--- config.mk ---
export PLATFORM = sky130hd
export DESIGN_NAME = keypad_scanner
export DESIGN_NICKNAME = d
export VERILOG_FILES = /design/src/rtl/keypad_pkg.sv /design/src/rtl/keypad_scan_timer.sv /design/src/rtl/keypad_scanner.sv
export SDC_FILE = /design/constraint.sdc
export NUM_CORES = 1
export LEC_CHECK = 0
export ABC_AREA = 0
export CAP_MARGIN = 20
export CORE_ASPECT_RATIO = 0.5
export CORE_MARGIN = 5
export CORE_UTILIZATION = 58
export CTS_CLUSTER_DIAMETER = 80
export DETAILED_ROUTE_END_ITERATION = 7
export MAX_ROUTING_LAYER = met4
export PLACE_DENSITY = 0.87
export SLEW_MARGIN = 10
export SYNTH_ARGS = -nofsm -noshare
export SYNTH_HDL_FRONTEND = slang
export SYNTH_SLANG_ARGS = --single-unit
--- constraint.sdc ---
create_clock -name Clk -period 3.84 [get_ports Clk]
set_input_delay 0.384 -clock Clk [delete_from_list [all_inputs] [get_ports Clk]]
set_output_delay 0.384 -clock Clk [all_outputs]
set_load 0.02 [all_outputs]
--- src/rtl/keypad_pkg.sv ---
// rtl/keypad_pkg.sv - shared types, sizes and helpers for the 4x4 keypad scanner
package keypad_pkg;

    localparam int NUM_ROWS = 4;
    localparam int NUM_COLS = 4;
    localparam int CODE_W   = 4;

    typedef enum logic [1:0] {
        IDLE,
        DEB_PRESS,
        PRESSED,
        DEB_RELEASE
    } kp_state_e;

    typedef enum logic [1:0] {
        FRAME_NONE,
        FRAME_SINGLE,
        FRAME_MULTI
    } frame_res_e;

    // Number of low rows in one column sample, saturated at 2 (only 0/1/many matter)
    function automatic logic [1:0] low_count_sat(input logic [NUM_ROWS-1:0] low);
        logic [2:0] n;
        n = {2'b00, low[0]} + {2'b00, low[1]} + {2'b00, low[2]} + {2'b00, low[3]};
        return (n >= 3'd2) ? 2'd2 : n[1:0];
    endfunction

    // Index of the lowest low row; only meaningful when exactly one row is low
    function automatic logic [1:0] low_index(input logic [NUM_ROWS-1:0] low);
        if (low[0])      return 2'd0;
        else if (low[1]) return 2'd1;
        else if (low[2]) return 2'd2;
        else             return 2'd3;
    endfunction

endpackage

--- src/rtl/keypad_scan_timer.sv ---
// rtl/keypad_scan_timer.sv - column dwell divider, scan tick and active-low column rotator
module keypad_scan_timer
    import keypad_pkg::*;
#(
    parameter int SCAN_DIV = 100000
) (
    input  logic                Clk,
    input  logic                Rst_n,
    output logic                tick,
    output logic [1:0]          col_idx,
    output logic [NUM_COLS-1:0] col_sel
);

    localparam int DIV_W = $clog2(SCAN_DIV);
    localparam logic [DIV_W-1:0] DIV_LAST = DIV_W'(SCAN_DIV - 1);

    logic [DIV_W-1:0]    div_q, div_d;
    logic [1:0]          col_idx_q, col_idx_d;
    logic [NUM_COLS-1:0] col_sel_q, col_sel_d;

    // Terminal count gives the tick; the column advances on the same tick it is sampled
    always_comb begin
        tick      = (div_q == DIV_LAST);
        div_d     = tick ? '0 : div_q + 1'b1;
        col_idx_d = tick ? col_idx_q + 2'd1 : col_idx_q;
        col_sel_d = tick ? {col_sel_q[NUM_COLS-2:0], col_sel_q[NUM_COLS-1]} : col_sel_q;
    end

    // Divider and column state registers
    always_ff @(posedge Clk or negedge Rst_n) begin
        if (!Rst_n) begin
            div_q     <= '0;
            col_idx_q <= 2'd0;
            col_sel_q <= 4'b1110;
        end else begin
            div_q     <= div_d;
            col_idx_q <= col_idx_d;
            col_sel_q <= col_sel_d;
        end
    end

    assign col_idx = col_idx_q;
    assign col_sel = col_sel_q;

endmodule

--- src/rtl/keypad_scanner.sv ---
// rtl/keypad_scanner.sv - 4x4 keypad scan, debounce and valid/ack report path (option: KEYPAD_AUTOREPEAT_EN)
module keypad_scanner
    import keypad_pkg::*;
#(
    parameter int SCAN_DIV       = 100000,
    parameter int DEBOUNCE_SCANS = 4,
    parameter int REPEAT_SCANS   = 125
) (
    input  logic                Clk,
    input  logic                Rst_n,
    output logic [NUM_COLS-1:0] ColSel,
    input  logic [NUM_ROWS-1:0] Row,
    output logic [CODE_W-1:0]   KeyCode,
    output logic                KeyValid,
    input  logic                KeyAck,
    output logic                KeyHeld,
    output logic                Overrun
);

    // Debounce counter only ever holds 0..DEBOUNCE_SCANS-1; reaching the target transitions
    localparam int CNT_W = (DEBOUNCE_SCANS > 1) ? $clog2(DEBOUNCE_SCANS) : 1;
    localparam logic [CNT_W-1:0] DEB_LAST = CNT_W'(DEBOUNCE_SCANS - 1);

    logic                tick;
    logic [1:0]          col_idx;
    logic [NUM_ROWS-1:0] row_meta_q, row_sync_q;
    logic [1:0]          acc_cnt_q, acc_cnt_d;
    logic [CODE_W-1:0]   acc_code_q, acc_code_d;
    logic [1:0]          col_cnt, frame_cnt;
    logic [2:0]          sum_w;
    logic [CODE_W-1:0]   frame_code;
    logic                frame_eval;
    frame_res_e          frame_res;

    kp_state_e           state_q, state_d;
    logic [CNT_W-1:0]    cnt_q, cnt_d;
    logic [CODE_W-1:0]   cand_q, cand_d;
    logic                report;
    logic [CODE_W-1:0]   report_code;
    logic                valid_q, valid_d;
    logic [CODE_W-1:0]   code_q, code_d;
    logic                held_q, held_d;
    logic                ovr_q, ovr_d;

`ifdef KEYPAD_AUTOREPEAT_EN
    localparam int REP_W = (REPEAT_SCANS > 1) ? $clog2(REPEAT_SCANS) : 1;
    localparam logic [REP_W-1:0] REP_LAST = REP_W'(REPEAT_SCANS - 1);
    logic [REP_W-1:0]    rep_cnt_q, rep_cnt_d;
`else
    logic                unused_repeat_scans;
    assign unused_repeat_scans = ^REPEAT_SCANS;
`endif

    keypad_scan_timer #(
        .SCAN_DIV (SCAN_DIV)
    ) u_timer (
        .Clk     (Clk),
        .Rst_n   (Rst_n),
        .tick    (tick),
        .col_idx (col_idx),
        .col_sel (ColSel)
    );

    // Fold each column sample into the running frame result; classify on the column-3 tick
    always_comb begin
        col_cnt    = low_count_sat(~row_sync_q);
        sum_w      = {1'b0, acc_cnt_q} + {1'b0, col_cnt};
        frame_cnt  = (sum_w >= 3'd2) ? 2'd2 : sum_w[1:0];
        frame_code = (acc_cnt_q == 2'd0 && col_cnt == 2'd1) ? {low_index(~row_sync_q), col_idx}
                                                             : acc_code_q;
        frame_eval = tick && (col_idx == 2'd3);
        case (frame_cnt)
            2'd0:    frame_res = FRAME_NONE;
            2'd1:    frame_res = FRAME_SINGLE;
            default: frame_res = FRAME_MULTI;
        endcase
        acc_cnt_d  = acc_cnt_q;
        acc_code_d = acc_code_q;
        if (frame_eval) begin
            acc_cnt_d  = 2'd0;
            acc_code_d = '0;
        end else if (tick) begin
            acc_cnt_d  = frame_cnt;
            acc_code_d = frame_code;
        end
    end

    // Row synchronizer and frame accumulator
    always_ff @(posedge Clk or negedge Rst_n) begin
        if (!Rst_n) begin
            row_meta_q <= '1;
            row_sync_q <= '1;
            acc_cnt_q  <= 2'd0;
            acc_code_q <= '0;
        end else begin
            row_meta_q <= Row;
            row_sync_q <= row_meta_q;
            acc_cnt_q  <= acc_cnt_d;
            acc_code_q <= acc_code_d;
        end
    end

    // Debounce FSM advances once per frame; report path follows the valid/ack rules
    always_comb begin
        state_d     = state_q;
        cnt_d       = cnt_q;
        cand_d      = cand_q;
        report      = 1'b0;
        report_code = cand_q;
`ifdef KEYPAD_AUTOREPEAT_EN
        rep_cnt_d   = rep_cnt_q;
`endif
        if (frame_eval) begin
            case (state_q)
                IDLE: begin
                    if (frame_res == FRAME_SINGLE) begin
                        cand_d = frame_code;
                        if (DEBOUNCE_SCANS == 1) begin
                            state_d     = PRESSED;
                            cnt_d       = '0;
                            report      = 1'b1;
                            report_code = frame_code;
                        end else begin
                            state_d = DEB_PRESS;
                            cnt_d   = CNT_W'(1);
                        end
                    end
                end
                DEB_PRESS: begin
                    if (frame_res == FRAME_SINGLE && frame_code == cand_q) begin
                        if (cnt_q >= DEB_LAST) begin
                            state_d = PRESSED;
                            cnt_d   = '0;
                            report  = 1'b1;
                        end else begin
                            cnt_d = cnt_q + 1'b1;
                        end
                    end else begin
                        state_d = IDLE;
                        cnt_d   = '0;
                    end
                end
                PRESSED: begin
                    if (frame_res == FRAME_NONE) begin
                        if (DEBOUNCE_SCANS == 1) begin
                            state_d = IDLE;
                            cnt_d   = '0;
                        end else begin
                            state_d = DEB_RELEASE;
                            cnt_d   = CNT_W'(1);
                        end
                    end else begin
`ifdef KEYPAD_AUTOREPEAT_EN
                        if (rep_cnt_q >= REP_LAST) begin
                            report    = 1'b1;
                            rep_cnt_d = '0;
                        end else begin
                            rep_cnt_d = rep_cnt_q + 1'b1;
                        end
`endif
                    end
                end
                DEB_RELEASE: begin
                    if (frame_res == FRAME_NONE) begin
                        if (cnt_q >= DEB_LAST) begin
                            state_d = IDLE;
                            cnt_d   = '0;
                        end else begin
                            cnt_d = cnt_q + 1'b1;
                        end
                    end else begin
                        state_d = PRESSED;
                        cnt_d   = '0;
                    end
                end
                default: begin
                    state_d = IDLE;
                    cnt_d   = '0;
                end
            endcase
`ifdef KEYPAD_AUTOREPEAT_EN
            if (state_q != PRESSED || state_d != PRESSED) begin
                rep_cnt_d = '0;
            end
`endif
        end

        valid_d = valid_q;
        code_d  = code_q;
        ovr_d   = ovr_q;
        if (KeyAck) begin
            valid_d = 1'b0;
            ovr_d   = 1'b0;
        end
        if (report) begin
            valid_d = 1'b1;
            code_d  = report_code;
            if (valid_q && !KeyAck) begin
                ovr_d = 1'b1;
            end
        end
        held_d = (state_d == PRESSED) || (state_d == DEB_RELEASE);
    end

    // FSM state, debounce counters and registered outputs
    always_ff @(posedge Clk or negedge Rst_n) begin
        if (!Rst_n) begin
            state_q   <= IDLE;
            cnt_q     <= '0;
            cand_q    <= '0;
            valid_q   <= 1'b0;
            code_q    <= '0;
            held_q    <= 1'b0;
            ovr_q     <= 1'b0;
`ifdef KEYPAD_AUTOREPEAT_EN
            rep_cnt_q <= '0;
`endif
        end else begin
            state_q   <= state_d;
            cnt_q     <= cnt_d;
            cand_q    <= cand_d;
            valid_q   <= valid_d;
            code_q    <= code_d;
            held_q    <= held_d;
            ovr_q     <= ovr_d;
`ifdef KEYPAD_AUTOREPEAT_EN
            rep_cnt_q <= rep_cnt_d;
`endif
        end
    end

    assign KeyCode  = code_q;
    assign KeyValid = valid_q;
    assign KeyHeld  = held_q;
    assign Overrun  = ovr_q;

endmodule

==> results.yml, run 1 <==
cts:
  cells_resized_by_post_cts_repair: 0
  root_buffer: "sky130_fd_sc_hd__clkbuf_8"
  clock_latency_of_the_later_clocked_register_in_the_worst_skew_pair_ns: 0.31
  clockBufferDepth: 2
  cts_h_tree_depth: 2
  clock_sinks: 52
  post_cts_hold_buffer_count: 0
  cts.repair_timing.setup_buffer_count: 0
  clkTransAtPathRegs_ns: 0.09
  cts_tree: "built"
  clock_buffer_count_from_cts: 5
synth:
  synth_edf_count: 0
  number_of_distinct_library_cell_variants_in_the_gate_level_netlist_after_synthesis: 46
  syn_inst: 237
  postSynthAreaPerCell_um2: 10.69
  syn-cell-area_um2: 2534
  post-synth-top-area-cell: "sky130_fd_sc_hd__dfrtp_1"
  synth.net_count: 253
  yosys_warnings: 0
  netlist_top_cells_area: "sky130_fd_sc_hd__dfrtp_1 (40%), sky130_fd_sc_hd__dfstp_2 (11%), sky130_fd_sc_hd__nand2_1 (6.2%)"
  top_cell_type_s_share_of_synthesized_area_pct: 40.49
  synth.yosys.seq_area_share_pct: 51.90
  prevailing_post_synth_register_cell: "sky130_fd_sc_hd__dfrtp_1"
  asyncSetResetFlopFracSynth_pct: 100.0
  synth.ff_latch_count: 52
floorplan:
  floorplan.io_pins: 18
  start_util_pct: 58.68
  die-width_um: 103.5
  die_h_um: 56.74
  die_area_um2: 5870
  fp-row-count: 17
  floorplan.core_area_um2: 4318
finish:
  drive_above_1_share_pct: 13.51
  diodes: 0
  final_common_cell: "sky130_fd_sc_hd__nand2_1"
  syn_to_final_growth_pct: 14.12
  final_net_count: 274
  final.fill_count: 311
  finalNonFillerCells: 316
  postLayoutCoreUtil_pct: 66.97
  final_cell_mix: "sky130_fd_sc_hd__nand2_1 (42), sky130_fd_sc_hd__dfrtp_1 (41), sky130_fd_sc_hd__clkdlybuf4s50_1 (16)"
global_routing:
  layer_with_the_highest_usage: "met2"
  grt_use_met1_pct: 23.54
  first_global_vias: 1869
  largest_net_degree_at_the_start_of_global_routing: 53
  groute.layer.met2.usage_pct: 29.89
  grtUsageMet3_pct: 3.970
  overflow: 0
  grt_first_pass_wirelength_um: 8466
  grt_antenna_before_repair: 0
  groute.usage.overall_pct: 19.04
route:
  routedWlPerCell_um: 15.32
  total_wirelength_of_the_detailed_routed_design_um: 4841
  post-route-drc-count: 0
  vias: 1791
  ant_nets: 0
  post_detailed_route_via_to_cell_ratio: 5.668
  detail_route.iter0.violations: 68
  detailedRoute.firstPassIterationCount: 4
placement:
  place_hpwl_um: 3450
  post-place-cells: 308
  finalWeightedCongestion: 0.8683
  placement.io_buffers: 17
worst_setup_path:
  worstPathMaxFanout: 5
  worst_r2r_path_depth: 12
  setup.worst_path.start_class: "register"
  critical_path_arrival_ns: 3.66
  rr_startpoint: "row_sync_q[1]"
  timing.setup.critical_path_class: "reg -> reg"
  cp.required_ns: 4.05
  r2r_slack_ns: 0.39
  critical_path.endpoint_type: "register"
  r2r-end: "KeyCode[3]"
sta:
  hold_viol: 0
  clock_skew_ns: 0.005668
  slew_viol_final: 0
  rsz0062_at_grt: "no"
  final_min_period_over_clock_period_pct: 89.97
  setup_viol_count_final: 0
  worst_slew_margin_rel_pct: 57.78
  worst-slew-pin-transition_ns: 0.6333
  achievable-frequency_mhz: 289.4
  min_tclk_post_route_ns: 3.455
  setup_tns_ns: 0
hold_path:
  min_path_type: "in -> async"
power_and_ir_drop:
  peakVddDrop_uv: 175.0
  pwr_density_cell_nw_per_um2: 358.0
  power.total_w: 0.001035
  power_leakage_nw: 1.272
run_status:
  outcome: "finished clean"
run:
  max-cap-violations: 0
[flip-flops by register name, summed over array words and instances (netlist names)]
signal           cells
KeyValid             1
KeyHeld              1
state_q              2
acc_code_q           4
cand_q               4
u_timer.div_q       17
cnt_q                2
row_sync_q           4
Overrun              1
u_timer.col_idx      2
acc_cnt_q            2
KeyCode              4
u_timer.col_sel      4
row_meta_q           4
[through the flow]
stage	setup WS [ns]	instance area, um2	hold slack [ns]
CTS	0.3727	2892	0.1864
floorplan	0.6077	2534	0.08841
detailed placement	0.3884	2765	0.3472
global route	0.2249	2892	0.2316
finish	0.3850	2892	0.1656
global placement	0.5193	2765	0.3456
[power breakdown]
group	leakage [nW]	switching [W]	total (W)	internal (W)
sequential	0.674	0.00000260	0.000558	0.000555
clock	0.0645	0.000183	0.000413	0.000230
combinational	0.534	0.0000402	0.0000645	0.0000243
[cell families after synthesis]
logic type / count (synthesis) / share of synthesized area, %
flops: 52 / 51.90
buf+inv: 16 / 2.568
simple gates: 95 / 18.72
xor+xnor: 19 / 6.568
fa+ha+maj: 9 / 5.037
compound gates: 37 / 10.87
mux: 9 / 4.346
[layer usage]
layer	vias up	wire length, um	share of wire (%)
li1	860	-	-
met1	877	2144	44
met2	47	2404	50
met3	7	231	4.8
met4	0	61	1.3
met5	-	0	0
[worst max-delay path by stage]
stage                  to          start  cells after the start
3_3_place_gp   KeyCode[1]  row_sync_q[1]                     12
5_1_grt        KeyCode[0]  row_sync_q[1]                     12
2_1_floorplan  KeyCode[2]  row_sync_q[1]                     12
4_1_cts        KeyCode[3]  row_sync_q[1]                     12
3_5_place_dp   KeyCode[3]  row_sync_q[1]                     12
6_report       KeyCode[3]  row_sync_q[1]                     12
[final cells by class]
cell class,count,area [um2],area share [%]
clock buffers,7,96.34,3.332
multi-input cells,169,1154,39.90
inverters,10,37.54,1.298
repair buffers,20,187.7,6.491
clock inverters,1,30.03,1.039
well taps,57,71.32,2.466
flip-flops and latches,52,1315,45.48
[synth_stat cells (2+ instances only)]
| library cell | count |
|---|---|
| sky130_fd_sc_hd__or3_1 | 2 |
| sky130_fd_sc_hd__o21ai_0 | 15 |
| sky130_fd_sc_hd__and3_1 | 6 |
| sky130_fd_sc_hd__a31oi_1 | 2 |
| sky130_fd_sc_hd__nor2_1 | 13 |
| sky130_fd_sc_hd__nand3_1 | 8 |
| sky130_fd_sc_hd__dfstp_2 | 11 |
| sky130_fd_sc_hd__nand4_1 | 5 |
| sky130_fd_sc_hd__a41oi_1 | 2 |
| sky130_fd_sc_hd__clkbuf_1 | 3 |
| sky130_fd_sc_hd__xor2_1 | 8 |
| sky130_fd_sc_hd__nor3_1 | 3 |
| sky130_fd_sc_hd__ha_1 | 7 |
| sky130_fd_sc_hd__nand2_1 | 42 |
| sky130_fd_sc_hd__a22oi_1 | 4 |
| sky130_fd_sc_hd__and2_1 | 4 |
| sky130_fd_sc_hd__nand2b_1 | 2 |
| sky130_fd_sc_hd__mux2i_1 | 5 |
| sky130_fd_sc_hd__fa_1 | 2 |
| sky130_fd_sc_hd__o21ai_1 | 2 |
| sky130_fd_sc_hd__nor2b_1 | 2 |
| sky130_fd_sc_hd__a21oi_1 | 2 |
| sky130_fd_sc_hd__dfrtp_1 | 41 |
| sky130_fd_sc_hd__inv_1 | 10 |
| sky130_fd_sc_hd__mux2_4 | 4 |
| sky130_fd_sc_hd__o2111ai_1 | 2 |
| sky130_fd_sc_hd__xnor2_1 | 11 |
[critical path: stages, from the launching register on]
cell	delay [ns]
sky130_fd_sc_hd__dfstp_2	0.59
sky130_fd_sc_hd__fa_1	0.43
sky130_fd_sc_hd__inv_1	0.07
sky130_fd_sc_hd__ha_1	0.14
sky130_fd_sc_hd__inv_1	0.04
sky130_fd_sc_hd__ha_1	0.25
sky130_fd_sc_hd__nand2b_1	0.20
sky130_fd_sc_hd__inv_1	0.09
sky130_fd_sc_hd__fa_1	0.53
sky130_fd_sc_hd__nand3_1	0.16
sky130_fd_sc_hd__a221oi_4	0.35
sky130_fd_sc_hd__nand3_4	0.17
sky130_fd_sc_hd__mux2_4	0.32
Power figures use the tool's default switching activity.
==> inputs of run 2 (changes only) <==
Settings changed: MAX_ROUTING_LAYER met4 to unset.
==> run 2 against run 1 <==
Against the previous run: die area stayed put; register-to-register slack hardly changed; worst hold slack better by 0.00078 ns; critical path type unchanged.
==> results.yml, run 2 (synthesis results as in run 1) <==
finish:
  syn_to_final_growth_pct: 14.12
  final.fill_count: 311
  diodes: 0
  finalNonFillerCells: 316
  postLayoutCellArea_um2: 2892
  final_cell_mix: "sky130_fd_sc_hd__nand2_1 (42), sky130_fd_sc_hd__dfrtp_1 (41), sky130_fd_sc_hd__clkdlybuf4s50_1 (16)"
  final_net_count: 274
  postLayoutCoreUtil_pct: 66.97
  final_common_cell: "sky130_fd_sc_hd__nand2_1"
  multiInputGateArea_um2: 1154
  largest_register_ff_count: 17
  drive_above_1_share_pct: 13.51
  seq_area_um2: 1315
  register_with_the_most_flip_flops: "u_timer.div_q"
power_and_ir_drop:
  power.total_w: 0.001035
  pwr_density_cell_nw_per_um2: 357.8
  power_leakage_nw: 1.272
  peakVddDrop_uv: 175.0
run:
  max-cap-violations: 0
worst_setup_path:
  worstPathMaxFanout: 5
  critical_path_arrival_ns: 3.66
  setup.worst_path.start_class: "register"
  timing.setup.critical_path_class: "reg -> reg"
  cp.required_ns: 4.04
  critical_path.endpoint_type: "register"
cts:
  clock_buffer_count_from_cts: 5
  root_buffer: "sky130_fd_sc_hd__clkbuf_8"
  clock_sinks: 52
  cells_resized_by_post_cts_repair: 0
  post_cts_hold_buffer_count: 0
  cts.repair_timing.setup_buffer_count: 0
  clockBufferDepth: 2
  clock_latency_of_the_later_clocked_register_in_the_worst_skew_pair_ns: 0.31
  cts_h_tree_depth: 2
  clkTransAtPathRegs_ns: 0.09
  cts_tree: "built"
sta:
  clock_skew_ns: 0.005389
  setup_viol_count_final: 0
  setup_tns_ns: 0
  achievable-frequency_mhz: 289.3
  final_min_period_over_clock_period_pct: 90.03
  min_tclk_post_route_ns: 3.457
  rsz0062_at_grt: "no"
  worst_slew_margin_rel_pct: 57.26
  hold_viol: 0
  worst-slew-pin-transition_ns: 0.6411
  slew_viol_final: 0
floorplan:
  fp-row-count: 17
  die_area_um2: 5870
  die-width_um: 103.5
  start_util_pct: 58.68
  floorplan.io_pins: 18
  die_h_um: 56.74
  floorplan.core_area_um2: 4318
route:
  routedWlPerCell_um: 15.39
  vias: 1801
  highest_signal_layer_in_the_routed_design: "met4"
  detail_route.iter0.violations: 62
  post-route-drc-count: 0
  post_detailed_route_via_to_cell_ratio: 5.699
  total_wirelength_of_the_detailed_routed_design_um: 4864
  detailedRoute.firstPassIterationCount: 4
  drt-met1-wl_um: 2149
  detailroute.wirelength.met3_um: 203
  ant_nets: 0
  met2RoutedLength_um: 2451
global_routing:
  grt_first_pass_wirelength_um: 8452
  overflow: 0
  grt_antenna_before_repair: 0
  first_global_vias: 1871
  largest_net_degree_at_the_start_of_global_routing: 53
  groute.usage.overall_pct: 18.52
run_status:
  outcome: "finished clean"
placement:
  finalWeightedCongestion: 0.8548
  post-place-cells: 308
  postPlaceCellArea_um2: 2765
  placement.io_buffers: 17
  place_hpwl_um: 3450
hold_path:
  min_path_type: "in -> async"
[run 2: metal layers]
metal	vias to the layer above	GRT usage [%]
met1	899	23.38
met2	40	30.07
li1	857	-
met4	0	8.856
met5	-	0
met3	5	3.970
[run 2: path summary, 6_finish.rpt]
| check | startpoint | end | slack (ns) | cells past startpoint |
|---|---|---|---|---|
| min in group Clk | row_meta_q[1] | row_sync_q[1] | 0.36 | 0 |
| worst max-delay path | row_sync_q[1] | KeyCode[3] | 0.38 | 12 |
| worst min-delay path | Rst_n | u_timer.div_q[2] | 0.17 | 2 |
| worst max register to register | row_sync_q[1] | KeyCode[3] | 0.38 | 12 |
| worst min register to register | row_meta_q[1] | row_sync_q[1] | 0.36 | 0 |
| max in group asynchronous | Rst_n | acc_code_q[0] | 3.24 | 2 |
[run 2: report_power, final]
part / internal (W) / switching, W / leakage (nW)
logic: 0.0000243 / 0.0000401 / 0.534
registers: 0.000555 / 0.00000263 / 0.674
clock network: 0.000230 / 0.000182 / 0.0645
total: 0.000809 / 0.000225 / 1.27
[run 2: worst max-delay path, cell delays in order, from the launching register on]
cell and delay [ns]:
sky130_fd_sc_hd__dfstp_2 0.59, sky130_fd_sc_hd__fa_1 0.43, sky130_fd_sc_hd__inv_1 0.07, sky130_fd_sc_hd__ha_1 0.14, sky130_fd_sc_hd__inv_1 0.04, sky130_fd_sc_hd__ha_1 0.25, sky130_fd_sc_hd__nand2b_1 0.20, sky130_fd_sc_hd__inv_1 0.09
sky130_fd_sc_hd__fa_1 0.53, sky130_fd_sc_hd__nand3_1 0.16, sky130_fd_sc_hd__a221oi_4 0.35, sky130_fd_sc_hd__nand3_4 0.17, sky130_fd_sc_hd__mux2_4 0.32
[run 2: area by class of cell]
class	instances	area share [%]
flip-flops and latches	52	45.48
clock buffers	7	3.332
repair buffers	20	6.491
multi-input cells	169	39.90
inverters	10	1.298
clock inverters	1	1.039
well taps	57	2.466
[run 2: stage by stage]
step                hold WS (ns)  worst slack (ns)
floorplan                0.08841            0.6077
global placement          0.3456            0.5193
detailed placement        0.3472            0.3884
CTS                       0.1864            0.3727
global route              0.2300            0.2249
finish                    0.1663            0.3830
==> inputs of run 3 (changes only) <==
Settings changed: GPL_TIMING_DRIVEN set to 0.
==> run 3 against run 2 <==
Against the previous run: routed wire length grew 2.8%; register-to-register slack lost 0.15 ns; global-route usage grew 0.57 points; critical path type unchanged; cell area is essentially flat; non-clock buffer count grew 5; clock skew grew 0.0040 ns; worst setup slack lost 0.15 ns; critical endpoint is now KeyCode[0]; sequential power is essentially flat; fmax shrank 4.2%; worst hold slack gained 0.19 ns; count of clock-buffer cells in the layout shrank 2; cell count grew 1.6%.
==> results.yml, run 3 (synthesis results as in run 1) <==
finish:
  postLayoutCellArea_um2: 2893
  diodes: 0
  syn_to_final_growth_pct: 14.17
  final_net_count: 279
  register_with_the_most_flip_flops: "u_timer.div_q"
  largest_register_ff_count: 17
  drive_above_1_share_pct: 13.26
  postLayoutCoreUtil_pct: 67.00
  final.fill_count: 301
  final_cell_mix: "sky130_fd_sc_hd__nand2_1 (42), sky130_fd_sc_hd__dfrtp_1 (41), sky130_fd_sc_hd__clkdlybuf4s50_1 (16)"
  seq_area_um2: 1315
  final_common_cell: "sky130_fd_sc_hd__nand2_1"
  multiInputGateArea_um2: 1154
floorplan:
  start_util_pct: 58.68
  die_area_um2: 5870
  fp-row-count: 17
  floorplan.io_pins: 18
  die_h_um: 56.74
  floorplan.core_area_um2: 4318
  die-width_um: 103.5
route:
  met2RoutedLength_um: 2514
  vias: 1851
  post_detailed_route_via_to_cell_ratio: 5.766
  drt-met1-wl_um: 2115
  routedWlPerCell_um: 15.58
  detailedRoute.firstPassIterationCount: 5
  ant_nets: 0
  post-route-drc-count: 0
  detail_route.iter0.violations: 81
  highest_signal_layer_in_the_routed_design: "met4"
  detailroute.wirelength.met3_um: 280
  total_wirelength_of_the_detailed_routed_design_um: 5000
sta:
  hold_viol: 0
  worst_slew_margin_rel_pct: 70.18
  rsz0062_at_grt: "no"
  setup_viol_count_final: 0
  final_min_period_over_clock_period_pct: 94.00
  worst-slew-pin-transition_ns: 0.4473
  worst_case_setup_margin_in_the_final_layout_ns: 0.2302
  achievable-frequency_mhz: 277.0
  clock_skew_ns: 0.009436
  setup_tns_ns: 0
  slew_viol_final: 0
  min_tclk_post_route_ns: 3.610
placement:
  placement.io_buffers: 17
  finalWeightedCongestion: 0.8851
  postPlaceCellArea_um2: 2790
  place_hpwl_um: 3621
  place_ws_ns: 0.2663
cts:
  clock_latency_of_the_later_clocked_register_in_the_worst_skew_pair_ns: 0.32
  clkTransAtPathRegs_ns: 0.09
  cts_h_tree_depth: 2
  clock_buffer_count_from_cts: 5
  clockBufferDepth: 2
  cells_resized_by_post_cts_repair: 0
  cts_tree: "built"
  root_buffer: "sky130_fd_sc_hd__clkbuf_8"
  clock_sinks: 52
worst_setup_path:
  timing.setup.critical_path_class: "reg -> reg"
  critical_path.endpoint_type: "register"
  setup.worst_path.start_class: "register"
  worstPathMaxFanout: 5
  cp.required_ns: 4.04
  critical_path_arrival_ns: 3.81
run:
  max-cap-violations: 0
power_and_ir_drop:
  pwr_density_cell_nw_per_um2: 327.8
  power.total_w: 0.0009481
  peakVddDrop_uv: 195.5
  power_leakage_nw: 1.261
global_routing:
  grt_first_pass_wirelength_um: 8749
  largest_net_degree_at_the_start_of_global_routing: 38
  grt_antenna_before_repair: 0
  groute.usage.overall_pct: 19.09
  overflow: 0
  first_global_vias: 1825
hold_path:
  min_path_type: "reg -> reg"
run_status:
  outcome: "finished clean"
-- run 3: cell types whose count changed in the layout (fill, tap and decap cells not counted), sizes merged --
cell         delta
clkinv          +1
clkbuf          +1
clkinvlp        +2
buf             +1
dlygate4sd3     +1
bufinv          -1
-- run 3: path summary, 6_finish.rpt --
path	from	to	slack, ns	cells past startpoint
min	row_meta_q[1]	row_sync_q[1]	0.36	0
max reg2reg	row_sync_q[1]	KeyCode[0]	0.23	12
max in group asynchronous	Rst_n	row_sync_q[2]	2.75	3
max	row_sync_q[1]	KeyCode[0]	0.23	12
min in group asynchronous	Rst_n	u_timer.div_q[6]	0.50	2
min reg2reg	row_meta_q[1]	row_sync_q[1]	0.36	0
-- run 3: metrics by stage --
stage	hold slack, ns	instances
finish	0.3599	321
global route	0.3682	321
CTS	0.3631	321
detailed placement	0.3225	312
global placement	0.3465	311
floorplan	0.08841	237
-- run 3: layer usage --
layer  global-route usage (%)  vias up
met5                        0        -
met4                    8.303        0
met3                    4.218       12
met2                    31.16       64
met1                    24.21      899
li1                         -      876
-- run 3: area by class of cell --
cell class	instances	share of cell area, %
buffer	6	0.9516
clock buffer	5	2.379
clock inverter	3	0.8218
inverter	10	1.298
multi-input combinational	169	39.88
sequential	52	45.46
tap	57	2.465
timing repair buffer	19	6.747
-- run 3: what timing repair did --
action,CTS,global route
endpoints found under the setup margin,0,0
buffers inserted,0,0
hold buffers,1,0
endpoints found under the hold margin,15,0
-- run 3: power by group --
group,internal (W),switching (W)
sequential,0.000555,0.00000261
combinational,0.0000279,0.0000425
clock,0.000129,0.000191
total,0.000712,0.000236
-- run 3: critical path: stages, from the launching register on --
cell and delay (ns):
sky130_fd_sc_hd__dfstp_2 0.59, sky130_fd_sc_hd__fa_1 0.43, sky130_fd_sc_hd__inv_1 0.08, sky130_fd_sc_hd__ha_1 0.15, sky130_fd_sc_hd__inv_1 0.05, sky130_fd_sc_hd__ha_1 0.25, sky130_fd_sc_hd__nand2b_1 0.21, sky130_fd_sc_hd__inv_1 0.09
sky130_fd_sc_hd__fa_1 0.54, sky130_fd_sc_hd__nand3_1 0.20, sky130_fd_sc_hd__a221oi_4 0.40, sky130_fd_sc_hd__nand3_4 0.18, sky130_fd_sc_hd__mux2_4 0.32
